<file path="src/rtl/cache_16_ctrl_pkg.sv">
// Shared definitions for the cache_16 miss/fill controller: FSM states,
// address field positions and the is_load_bus bit map.
package cache_16_ctrl_pkg;

  typedef enum logic [2:0] {
    ST_IDLE   = 3'd0,
    ST_LOOKUP = 3'd1,
    ST_FILL   = 3'd2,
    ST_WRITE  = 3'd3,
    ST_RESP   = 3'd4
  } state_t;

  // cpu_addr = {tag[4:3], idx[2], word[1:0]}
  localparam int TAG_HI  = 4;
  localparam int TAG_LO  = 3;
  localparam int IDX     = 2;
  localparam int WORD_HI = 1;
  localparam int WORD_LO = 0;

  localparam int LOAD_W0_I1 = 3;
  localparam int LOAD_W0_I0 = 2;
  localparam int LOAD_W1_I1 = 1;
  localparam int LOAD_W1_I0 = 0;

  function automatic logic [3:0] load_mask(input logic way, input logic idx);
    logic [3:0] m;
    m = 4'b0000;
    case ({way, idx})
      2'b00:   m[LOAD_W0_I0] = 1'b1;
      2'b01:   m[LOAD_W0_I1] = 1'b1;
      2'b10:   m[LOAD_W1_I0] = 1'b1;
      2'b11:   m[LOAD_W1_I1] = 1'b1;
      default: m = 4'b0000;
    endcase
    return m;
  endfunction

endpackage

</file>
<file path="src/rtl/cache_16_ctrl_repl.sv">
// Valid and LRU bookkeeping for the 2-way, 2-index cache, with victim select.
// lru[idx] names the way to evict next at that index.
module cache_repl
  import cache_16_ctrl_pkg::*;
(
  input  logic clk,
  input  logic rst,
  input  logic idx,
  input  logic hit_en,
  input  logic hit_way,
  input  logic fill_en,
  output logic vld_w0,
  output logic vld_w1,
  output logic victim
);

  logic [3:0] valid;  // bit {way, idx}
  logic [1:0] lru;

  assign vld_w0 = valid[{1'b0, idx}];
  assign vld_w1 = valid[{1'b1, idx}];

  // prefer an empty way before falling back to LRU
  always_comb begin
    victim = 1'b0;
    if (!vld_w0) begin
      victim = 1'b0;
    end else if (!vld_w1) begin
      victim = 1'b1;
    end else begin
      victim = lru[idx];
    end
  end

  always_ff @(posedge clk) begin
    if (rst) begin
      valid <= 4'b0000;
      lru   <= 2'b00;
    end else if (fill_en) begin
      valid[{victim, idx}] <= 1'b1;
      lru[idx]             <= ~victim;
    end else if (hit_en) begin
      lru[idx] <= ~hit_way;
    end
  end

endmodule

</file>
<file path="src/rtl/cache_16_ctrl.sv">
// Read-only miss/fill controller for the cache_16 datapath. c_rdata carries
// the word cache_16 presents for the current tag/index/offset/way select.
module cache_16_ctrl
  import cache_16_ctrl_pkg::*;
#(
  parameter int WIDTH = 32,
  parameter int CNT_W = 16
) (
  input  logic               clk,
  input  logic               rst,
  input  logic               cpu_req,
  input  logic [4:0]         cpu_addr,
  output logic               cpu_ready,
  output logic               cpu_valid,
  output logic [WIDTH-1:0]   cpu_rdata,
  output logic               mem_req,
  output logic [4:0]         mem_addr,
  input  logic               mem_ack,
  input  logic [WIDTH-1:0]   mem_rdata,
  output logic [1:0]         c_tag,
  output logic               c_index,
  output logic [2:0]         c_offset,
  output logic               c_word_sel,
  output logic [3:0]         c_load,
  output logic [8*WIDTH-1:0] c_fill_bus,
  input  logic               c_hit,
  input  logic               c_hit_0,
  input  logic [WIDTH-1:0]   c_rdata,
  output logic [CNT_W-1:0]   hit_cnt,
  output logic [CNT_W-1:0]   miss_cnt
);

  state_t             state, next;
  logic [4:0]         areg;
  logic [1:0]         cnt;
  logic [WIDTH-1:0]   fill_buf [4];
  logic               refill;
  logic               vld_w0, vld_w1, victim, lookup_hit;

  localparam logic [CNT_W-1:0] CNT_MAX = {CNT_W{1'b1}};
  localparam logic [CNT_W-1:0] CNT_ONE = {{(CNT_W-1){1'b0}}, 1'b1};

  assign c_tag      = areg[TAG_HI:TAG_LO];
  assign c_index    = areg[IDX];
  assign c_offset   = areg[IDX:WORD_LO];
  assign c_word_sel = c_hit_0;
  // the tag compare alone is not trusted: cache registers are never reset
  assign lookup_hit = c_hit & (c_hit_0 ? vld_w0 : vld_w1);
  assign cpu_ready  = (state == ST_IDLE);
  assign cpu_valid  = (state == ST_RESP);
  assign mem_req    = (state == ST_FILL);
  assign mem_addr   = {areg[TAG_HI:IDX], cnt};
  assign c_load     = (state == ST_WRITE) ? load_mask(victim, areg[IDX]) : 4'b0000;

  for (genvar w = 0; w < 4; w++) begin : g_fill
    assign c_fill_bus[w*WIDTH +: WIDTH]     = fill_buf[w];
    assign c_fill_bus[(w+4)*WIDTH +: WIDTH] = fill_buf[w];
  end

  cache_repl u_repl (
    .clk     (clk),
    .rst     (rst),
    .idx     (areg[IDX]),
    .hit_en  ((state == ST_LOOKUP) && lookup_hit),
    .hit_way (~c_hit_0),
    .fill_en (state == ST_WRITE),
    .vld_w0  (vld_w0),
    .vld_w1  (vld_w1),
    .victim  (victim)
  );

  always_comb begin
    next = state;
    case (state)
      ST_IDLE:   if (cpu_req) next = ST_LOOKUP; else next = ST_IDLE;
      ST_LOOKUP: if (lookup_hit) next = ST_RESP; else next = ST_FILL;
      ST_FILL:   if (mem_ack && (cnt == 2'd3)) next = ST_WRITE; else next = ST_FILL;
      ST_WRITE:  next = ST_LOOKUP;
      ST_RESP:   next = ST_IDLE;
      default:   next = ST_IDLE;
    endcase
  end

  always_ff @(posedge clk) begin
    if (rst) begin
      state     <= ST_IDLE;
      areg      <= 5'd0;
      cnt       <= 2'd0;
      refill    <= 1'b0;
      cpu_rdata <= '0;
      hit_cnt   <= '0;
      miss_cnt  <= '0;
      for (int i = 0; i < 4; i++) fill_buf[i] <= '0;
    end else begin
      state <= next;
      case (state)
        ST_IDLE: begin
          if (cpu_req) begin
            areg   <= cpu_addr;
            refill <= 1'b0;
          end
        end
        ST_LOOKUP: begin
          if (lookup_hit) begin
            cpu_rdata <= c_rdata;
            if (!refill && (hit_cnt != CNT_MAX)) hit_cnt <= hit_cnt + CNT_ONE;
          end else begin
            cnt <= 2'd0;
            if (!refill && (miss_cnt != CNT_MAX)) miss_cnt <= miss_cnt + CNT_ONE;
          end
        end
        ST_FILL: begin
          if (mem_ack) begin
            fill_buf[cnt] <= mem_rdata;
            cnt           <= cnt + 2'd1;
          end
        end
        ST_WRITE: refill <= 1'b1;
        default: ;
      endcase
    end
  end

endmodule

</file>
<file path="config.mk">
export PLATFORM = sky130hd
export DESIGN_NAME = cache_16_ctrl
export DESIGN_NICKNAME = d
export VERILOG_FILES = /design/src/rtl/cache_16_ctrl_pkg.sv /design/src/rtl/cache_16_ctrl_repl.sv /design/src/rtl/cache_16_ctrl.sv
export SDC_FILE = /design/constraint.sdc
export NUM_CORES = 1
export LEC_CHECK = 0
export CAP_MARGIN = 10
export CORE_AREA = 2 2 161 163
export CTS_CLUSTER_DIAMETER = 80
export DETAILED_ROUTE_END_ITERATION = 10
export DIE_AREA = 0 0 163 165
export HOLD_SLACK_MARGIN = 0.05
export MAX_ROUTING_LAYER = met4
export PLACE_DENSITY = 0.72
export SYNTH_ARGS = -nofsm -noshare
export SYNTH_HDL_FRONTEND = slang
export SYNTH_SLANG_ARGS = --single-unit
</file>
<file path="constraint.sdc">
create_clock -name clk -period 3.07 [get_ports clk]
set_input_delay 0.614 -clock clk [delete_from_list [all_inputs] [get_ports clk]]
set_output_delay 0.614 -clock clk [all_outputs]
set_load 0.005 [all_outputs]
</file>
# Word level (Yosys, flattened, before mapping)

Memory sizes are Yosys's and may differ from the RTL's.
Index checks and enable logic that the tools add are counted.

Multiplexer cells: 40
$lt $le $gt $ge: 6
Reductions and logical operators: 19
Add/subtract/negate cells: 3
Eq/ne operators: 13
Bitwise logic cells: 4

Operators by type and width:

| cell                                                       | count |
|---|---|
| adder 16 x 1 -> 16 bit, second input constant              | 2 |
| 2-to-1 mux 32 bit                                          | 1 |
| inequality test 16 bit, second input constant              | 2 |
| OR reduction 32 bit                                        | 1 |
| 2-to-1 mux 1 bit                                           | 25 |
| case mux 3 bit (4 select lines)                            | 1 |
| 2-to-1 mux 2 bit                                           | 5 |
| AND reduction 3 bit                                        | 3 |
| == test 2 bit, second input constant                       | 3 |
| == test 3 x 2 -> 1 bit, second input constant              | 2 |
| logical AND 1 bit                                          | 6 |
| less-than comparator 2 x 3 -> 1 bit, second input constant | 2 |
| AND reduction 2 bit                                        | 3 |
| nonzero test 2 bit                                         | 3 |
| bitwise mux 2 bit                                          | 2 |
| 2-to-1 mux 4 bit                                           | 1 |
| inequality test 2 bit, second input constant               | 2 |
| OR 4 bit                                                   | 1 |
| case mux 2 bit (2 select lines)                            | 1 |
| == test 3 x 1 -> 1 bit, second input constant              | 1 |
| == test 3 bit, second input constant                       | 1 |
| zero test 3 bit                                            | 1 |
| less-than comparator 1 x 3 -> 1 bit, second input constant | 1 |
| 2-to-1 mux 3 bit                                           | 1 |
| 13 further kinds                                           | 14 |

Bits in writable memories: 128
Register bits: 81
Input port bits: 75
Logic and storage cells: 95
Memories kept: 1

Memory list:

| memory   | depth | bits a word | rd ports | clocked after Yosys merged registers in | wr ports | RTL line            | RTL |
|---|---|---|---|---|---|---|---|
| fill_buf | 4     | 32          | 4        | 0                                       | 4        | cache_16_ctrl.sv:36 | `logic [WIDTH-1:0] fill_buf [4];` |

# Longest topological paths before layout

Gate-level depths: netlist of run 1.

Depth in word-level cells: 9
Mapped depth: 8
Gate-level depth less buffers: 6

# Hierarchy

A second synthesis of run 1 with hierarchy kept.

Cell total of the unflattened synthesis: 838
Area total of the unflattened synthesis: 9,275.1 um^2

By module, submodules not included:

| module        | times used | cells an instance | sequential area each (um^2) | area an instance (um^2) |
|---|---|---|---|---|
| cache_16_ctrl | 1          | 801               | 5,345.1                     | 8,949.8 |
| cache_repl    | 1          | 37                | 120.1                       | 325.3 |

# Worst setup path before layout of run 1

No wires, ideal clock.

Path type: input-to-reg
From: input port mem_ack
To: memory fill_buf[2][0] (enable)
Setup slack: 0.910 ns
Buffers on the path: 0
Cell stages on the path: 4
Data arrival time: 1.785 ns
Path through: nor3b_2 nand2b_1 nor3b_2 or2_2

RTL lines:

| what            | RTL line            | RTL |
|---|---|---|
| start, declared | cache_16_ctrl.sv:18 | `input logic mem_ack,` |
| end, declared   | cache_16_ctrl.sv:36 |  |

# Worst setup path in the final report of run 1

From: register state[0]
To: output port c_load[0]

Cells in the longest elaborated chain, start to end: 2

RTL lines:

| what                   | RTL line            | RTL |
|---|---|---|
| start, declared        | cache_16_ctrl.sv:33 | `state_t state, next;` |
| start signal, assigned | cache_16_ctrl.sv:95 | `state <= next;` |
| == test 3 x 2 -> 1 bit | cache_16_ctrl.sv:53 | `assign c_load = (state == ST_WRITE) ? load_mask(victim, areg[IDX]) : 4'b0000;` |
| 2-to-1 mux 4 bit       | cache_16_ctrl.sv:53 |  |
| end, declared          | cache_16_ctrl.sv:24 | `output logic [3:0] c_load,` |

Every way passes these cells.

==> run_results.csv, run 1 <==
group,metric,value,unit
routing,first_pass_iters,4,
power_and_ir_drop,p_per_area,493.2,nW/µm²
cells_and_area,stdcell_count,1462,
routing,wl_per_cell,18.38,µm
floorplanning,dieArea,26900,µm²
routing,routed_wl,26.88,mm
clock_network,clock_latency,500,ps
cells_and_area,fillers,2168,
global_routing,antenna_found_initial,1,
synthesis,yosysWarningCount,0,
sta,slew_violations,0,
place,dp_cells,1420,
sta,tightest_slew,857.0,ps
place,dp_hpwl,20.00,mm
cells_and_area,multi_input_area,2673,µm²
synthesis,postSynth.asyncResetShare,0,%
cells_and_area,utilization,54.66,%
synthesis,ys_seq_area_share,58.77,%
clock_network,htree_levels,1,
cells_and_area,regArea,5465,µm²
flow_run,cap_viol_max_count,0,
worst_setup_path,cp.arrival,2230,ps
synthesis,syn-num-nets,907,
place,portBuffers,413,
floorplanning,dieWidth,163,µm
sta,setup_viol,0,
synthesis,synth_edf_count,128,
synthesis,yosysUniqueCellTypes,49,
clock_network,clockBufferDepth,3,
global_routing,grt.overflow.total,0,
routing,drt-initial-drc-count,298,
clock_network,cts_buffers,23,
cells_and_area,areaGrowthSynthToFinish,47.17,%
power_and_ir_drop,p_leak,4.870,nW
sta,fmax,0.3514,GHz
clock_network,cts_tree,"yes",
clock_network,cts_setup_buffers,0,
floorplanning,fp.dieH,165,µm
sta,rsz0062_at_grt,"false",
synthesis,synthesis.area,9299,µm²
sta,fin_crit,2846,ps
sta,finalSetupTns,0,ps
run_status,status,"finished, final reports clean",
cells_and_area,nNetsFinal,1193,
worst_setup_path,crit_required,2460,ps
global_routing,grt_pass1_vias,6741,
routing,drc,0,
place,place.gp.congestion,0.8220,
sta,hold_viol,0,
routing,num_vias,6824,
routing,avgViaCountPerCell,4.668,
global_routing,grt_use_total,19.76,%
floorplanning,core_area,25040,µm²
floorplanning,rows,58,
worst_setup_path,cp-end-kind,"output pin",
synthesis,synthCells,829,
cells_and_area,drive_gt1_share,6.720,%
global_routing,grt_pass1_wl,39.31,mm
floorplanning,start_util,37.14,%
synthesis,syn_avg_cell_area,11.22,µm²
synthesis,ys_ff_latch,209,
global_routing,grt_max_degree,84,
worst_setup_path,crit_type,"flop to output pin",
sta,relSlewSlack,42.86,%
sta,skew,7.852,ps
synthesis,synthFlopType,"edfxtp_1",
worst_setup_path,worstPathMaxFanout,8,
routing,ant_nets,0,
clock_network,cts_sinks,209,
worst_hold_path,worstHoldPathType,"flop to flop",
power_and_ir_drop,max-vdd-ir-drop,0.0003733,V
clock_network,root_buffer,"clkbuf_16",
clock_network,clk_pin_slew_worst_paths,60,ps
worst_setup_path,start_kind,"flop",
floorplanning,io_pins,414,
sta,layout_worst_path_cycle_share,92.70,%
-- kinds of logic after synthesis --
logic type | share of synthesized area (%)
muxes | 1.023
AOI/OAI and AO/OA | 4.535
DFF | 58.77
and+or+nand+nor | 20.61
buffers and inverters | 12.77
adders and majority gates | 0.4037
xor gates and xnor gates | 1.884
-- stage by stage --
stage	power (W)	setup WS, ps	instance area [µm²]	hold slack (ps)
6_report	0.006750	224.1	13690	452.3
3_3_place_gp	0.003830	377.8	12860	440.7
2_1_floorplan	0.003420	910.2	9299	434.8
4_1_cts	0.006827	96.13	13680	453.4
5_1_grt	0.006971	71.81	13690	469.8
3_5_place_dp	0.003836	375.6	12860	445.7
-- cells in the final DEF, fill, tap and decap left out, types with 6 or more instances in the layout --
master | synthesis | layout
nand4_1 | 15 | 15
bufinv_16 | 0 | 6
and2_1 | 128 | 128
a21oi_1 | 47 | 47
nor2_1 | 45 | 45
mux2i_1 | 7 | 7
nand2_1 | 76 | 76
clkbuf_16 | 0 | 23
inv_1 | 7 | 7
buf_4 | 133 | 16
edfxtp_1 | 128 | 128
nand3_1 | 12 | 12
and3_1 | 6 | 6
nor3_1 | 6 | 6
clkdlybuf4s50_1 | 0 | 412
xnor2_1 | 10 | 10
xor2_1 | 10 | 10
nor4_1 | 10 | 10
dfxtp_1 | 81 | 81
-- state kept, by name, indices dropped and copies added, names as in the netlist --
name,cells
miss_cnt,16
cnt,2
hit_cnt,16
refill,1
state,3
u_repl.lru,2
u_repl.valid,4
cpu_rdata,32
areg,5
fill_buf,128
-- worst max-delay path, cell delays in order (launching register included) --
cell and delay [ps]:
dfxtp_1 440, nor2b_2 310, nand2_1 120, nor2_1 170, and3_1 190, clkdlybuf4s50_1 510
-- routing by layer --
| metal | vias to the layer above | GRT usage [%] | share of wire, % |
|---|---|---|---|
| met5 | - | - | 0 |
| met4 | 0 | 5.551 | 2.7 |
| met3 | 40 | 4.345 | 7.6 |
| met2 | 298 | 34.55 | 52 |
| met1 | 3207 | 22.97 | 38 |
| li1 | 3279 | - | - |
-- synth_stat cells, drive strengths merged (3+ instances only) --
library cell,instances,area (µm²)
buf,144,1060
nor3b,4,45.05
a31oi,3,18.77
or2,4,25.03
inv,7,26.28
nor4b,3,32.53
and2,128,800.8
a21oi,47,235.2
nor2,45,168.9
nor3,9,60.06
or4,5,37.54
ha,3,37.54
nor4,11,83.83
a211oi,4,30.03
o21ai,5,25.02
clkbuf,26,101.3
xnor2,10,87.58
dfxtp,81,1622
xor2,10,87.58
and4,3,26.28
and3,6,37.54
edfxtp,128,3844
nand2,76,285.3
nand4,18,131.4
or3,4,25.02
nand2b,5,31.28
nor2b,5,31.28
nand3,12,60.06
o31ai,4,30.03
mux2i,8,83.83
-- final timing paths --
check,startpoint,to,slack [ps],cells past startpoint
setup / recovery,state[0],c_load[0],220,5
hold / removal,cpu_rdata[20],cpu_rdata[20],450,2
hold reg to reg,cpu_rdata[20],cpu_rdata[20],450,2
setup reg to reg,state[1],fill_buf[2][11],690,6
-- timing repair --
item                                    4_1_cts  5_1_grt
gates resized for setup                       0        1
hold buffers                                  0        0
endpoints found under the setup margin        0        2
-- power by group --
group / switching [W] / internal (W) / total [W]
logic: 0.000237 / 0.000392 / 0.000629
clock network: 0.00109 / 0.00189 / 0.00298
registers: 0.0000755 / 0.00306 / 0.00314
total: 0.00141 / 0.00534 / 0.00675
-- final cells by class --
cell class | count | share of cell area, %
multi-input combinational | 443 | 19.53
tap | 330 | 3.017
clock inverter | 15 | 1.609
antenna | 1 | 0.01828
clock buffer | 26 | 4.361
sequential | 209 | 39.93
timing repair buffer | 431 | 31.34
inverter | 7 | 0.1920
(Power assumes the default switching activity.)
==> run 2, diff against run 1 <==
--- a/config.mk
+++ b/config.mk
@@ -6,13 +6,14 @@
 export NUM_CORES = 1
 export LEC_CHECK = 0
 export CAP_MARGIN = 10
-export CORE_AREA = 2 2 161 163
+export CORE_MARGIN = 8
+export CORE_UTILIZATION = 42
 export CTS_CLUSTER_DIAMETER = 80
 export DETAILED_ROUTE_END_ITERATION = 10
-export DIE_AREA = 0 0 163 165
 export HOLD_SLACK_MARGIN = 0.05
 export MAX_ROUTING_LAYER = met4
-export PLACE_DENSITY = 0.72
+export PLACE_DENSITY = 0.8
+export SLEW_MARGIN = 20
 export SYNTH_ARGS = -nofsm -noshare
 export SYNTH_HDL_FRONTEND = slang
 export SYNTH_SLANG_ARGS = --single-unit
==> run_results.csv, run 2 (synthesis gave the netlist of run 1 again) <==
group,metric,value,unit
worst_setup_path,crit_type,"flop to output pin",
place,dp_hpwl,22.10,mm
power_and_ir_drop,p_per_area,475.9,nW/µm²
global_routing,grt_use_total,20.73,%
sta,finalSetupTns,0,ps
cells_and_area,top_register,"fill_buf",
sta,tightest_slew,867.7,ps
worst_setup_path,crit_family,"simple AND/OR/NAND/NOR gates",
global_routing,grt_max_degree,84,
routing,drt-initial-drc-count,323,
floorplanning,start_util,42.74,%
place,place_ws,231.8,ps
worst_setup_path,path_buf_inv,1,
cells_and_area,top_regs,"fill_buf (128), cpu_rdata (32)",
sta,setup_ws,174.0,ps
cells_and_area,drive_gt1_share,6.300,%
sta,slew_violations,0,
sta,layout_worst_path_cycle_share,94.33,%
clock_network,cts_sinks,209,
floorplanning,dieWidth,164.8,µm
worst_setup_path,cp.arrival,2280,ps
power_and_ir_drop,comb_power_share,10.0,%
flow_run,cap_viol_max_count,0,
run_status,status,"finished, final reports clean",
routing,ant_nets,0,
global_routing,antenna_found_initial,2,
sta,relSlewSlack,42.15,%
floorplanning,rows,54,
worst_setup_path,crit_path_top_delay_cell,"clkdlybuf4s50_1",
global_routing,grt_pass1_wl,42.17,mm
place,dp_cells,1367,
routing,routed_wl,29.27,mm
place,place.gp.congestion,0.8607,
cells_and_area,largest_reg_flops,128,
power_and_ir_drop,seqPwrFrac,48.6,%
worst_setup_path,slowest_delay,520,ps
worst_hold_path,worstHoldPathType,"flop to flop",
cells_and_area,stdcell_count,1410,
worst_setup_path,cp-startpoint,"state[0]",
routing,wl_per_cell,20.76,µm
floorplanning,fp.dieH,164.8,µm
place,portBuffers,413,
global_routing,grt.overflow.total,0,
clock_network,cts_hold_buffers,0,
clock_network,clk_pin_slew_worst_paths,60,ps
cells_and_area,final_cell_mix,"clkdlybuf4s50_1, and2_1, edfxtp_1",
power_and_ir_drop,p_int,0.005064,W
floorplanning,core_area,21760,µm²
clock_network,cts_tree,"yes",
worst_setup_path,crit_cells,5,
routing,drc,0,
clock_network,cts_buffers,23,
worst_setup_path,rr_worst_depth,6,
sta,rsz0062_at_grt,"false",
power_and_ir_drop,p_clk_share,41.4,%
clock_network,clockBufferDepth,3,
power_and_ir_drop,max-vdd-ir-drop,0.0003413,V
worst_setup_path,worstPathMaxFanout,8,
cells_and_area,final_common_cell,"clkdlybuf4s50_1",
worst_setup_path,start_kind,"flop",
routing,first_pass_iters,4,
sta,fin_crit,2896,ps
routing,avgViaCountPerCell,4.915,
cells_and_area,areaGrowthSynthToFinish,45.79,%
worst_hold_path,min_path_cells,2,
clock_network,clock_latency,490,ps
cells_and_area,nNetsFinal,1190,
worst_setup_path,worstPathCellList,"nor2b_2 > nand2_1 > nor2_1 > and3_1 > clkdlybuf4s50_1",
floorplanning,dieArea,27160,µm²
worst_hold_path,hp-start,"cpu_rdata[7]",
power_and_ir_drop,p_switching,0.001388,W
sta,skew,10.81,ps
floorplanning,io_pins,414,
power_and_ir_drop,p_sw_share,21.51,%
power_and_ir_drop,p_leak,4.818,nW
worst_setup_path,r2r-start,"state[1]",
worst_setup_path,crit_required,2460,ps
sta,setup_viol,0,
clock_network,root_buffer,"clkbuf_16",
sta,fmax,0.3453,GHz
routing,num_vias,6930,
worst_setup_path,cp-end-kind,"output pin",
sta,hold_viol,0,
global_routing,grt_pass1_vias,6997,
clock_network,htree_levels,1,
-- run 2: final timing paths --
path	slack, ps	to
worst min-delay path	450	cpu_rdata[7]
worst max register to register	610	fill_buf[1][5]
worst min register to register	450	cpu_rdata[7]
worst max-delay path	170	c_load[0]
-- run 2: through the flow --
| stage | hold WS [ps] | total power [W] | instance area [µm²] | util, % |
|---|---|---|---|---|
| 6_report | 450.6 | 0.006452 | 13560 | 62.31 |
| 2_1_floorplan | 434.8 | 0.003420 | 9299 | - |
| 3_5_place_dp | 446.2 | 0.003849 | 12820 | 58.91 |
| 4_1_cts | 453.3 | 0.006533 | 13550 | 62.27 |
| 3_3_place_gp | 440.4 | 0.003837 | 12820 | 58.91 |
| 5_1_grt | 474.0 | 0.006661 | 13550 | 62.30 |
-- run 2: layer usage --
metal / share of wire (%) / up-vias / track usage (%)
li1: - / 3279 / -
met1: 37 / 3317 / 23.21
met2: 52 / 301 / 36.10
met3: 8.9 / 33 / 5.508
met4: 2.1 / 0 / 5.487
met5: 0 / - / -
-- run 2: worst register-to-register path, stage by stage (launching register included) --
cell      delay, ps
dfxtp_1         600
nand2b_1        210
nor3b_2         350
nand2b_1        240
nor3b_4         240
or2_2           250
buf_12          230
-- run 2: layout make-up --
| type | count | area [µm²] |
|---|---|---|
| fill | 1692 | 8199 |
| inverter | 7 | 26.28 |
| sequential | 209 | 5465 |
| timing repair buffer | 428 | 4304 |
| antenna | 3 | 7.507 |
| multi-input combinational | 443 | 2673 |
| tap | 280 | 350.3 |
| clock inverter | 10 | 98.84 |
| clock buffer | 30 | 631.9 |
-- run 2: power by group through the flow --
stage                     registers, W  clock network (W)  logic [W]
after floorplan                0.00318                  0   0.000244
after global placement         0.00319                  0   0.000646
after detailed placement       0.00319                  0   0.000655
after CTS                      0.00314            0.00274   0.000657
after global routing           0.00314            0.00283   0.000684
final                          0.00313            0.00267   0.000643
-- run 2: timing repair --
item | 4_1_cts | 5_1_grt
setup endpoints to repair | 0 | 3
gates resized for setup | 0 | 1
buffers inserted | 0 | 0
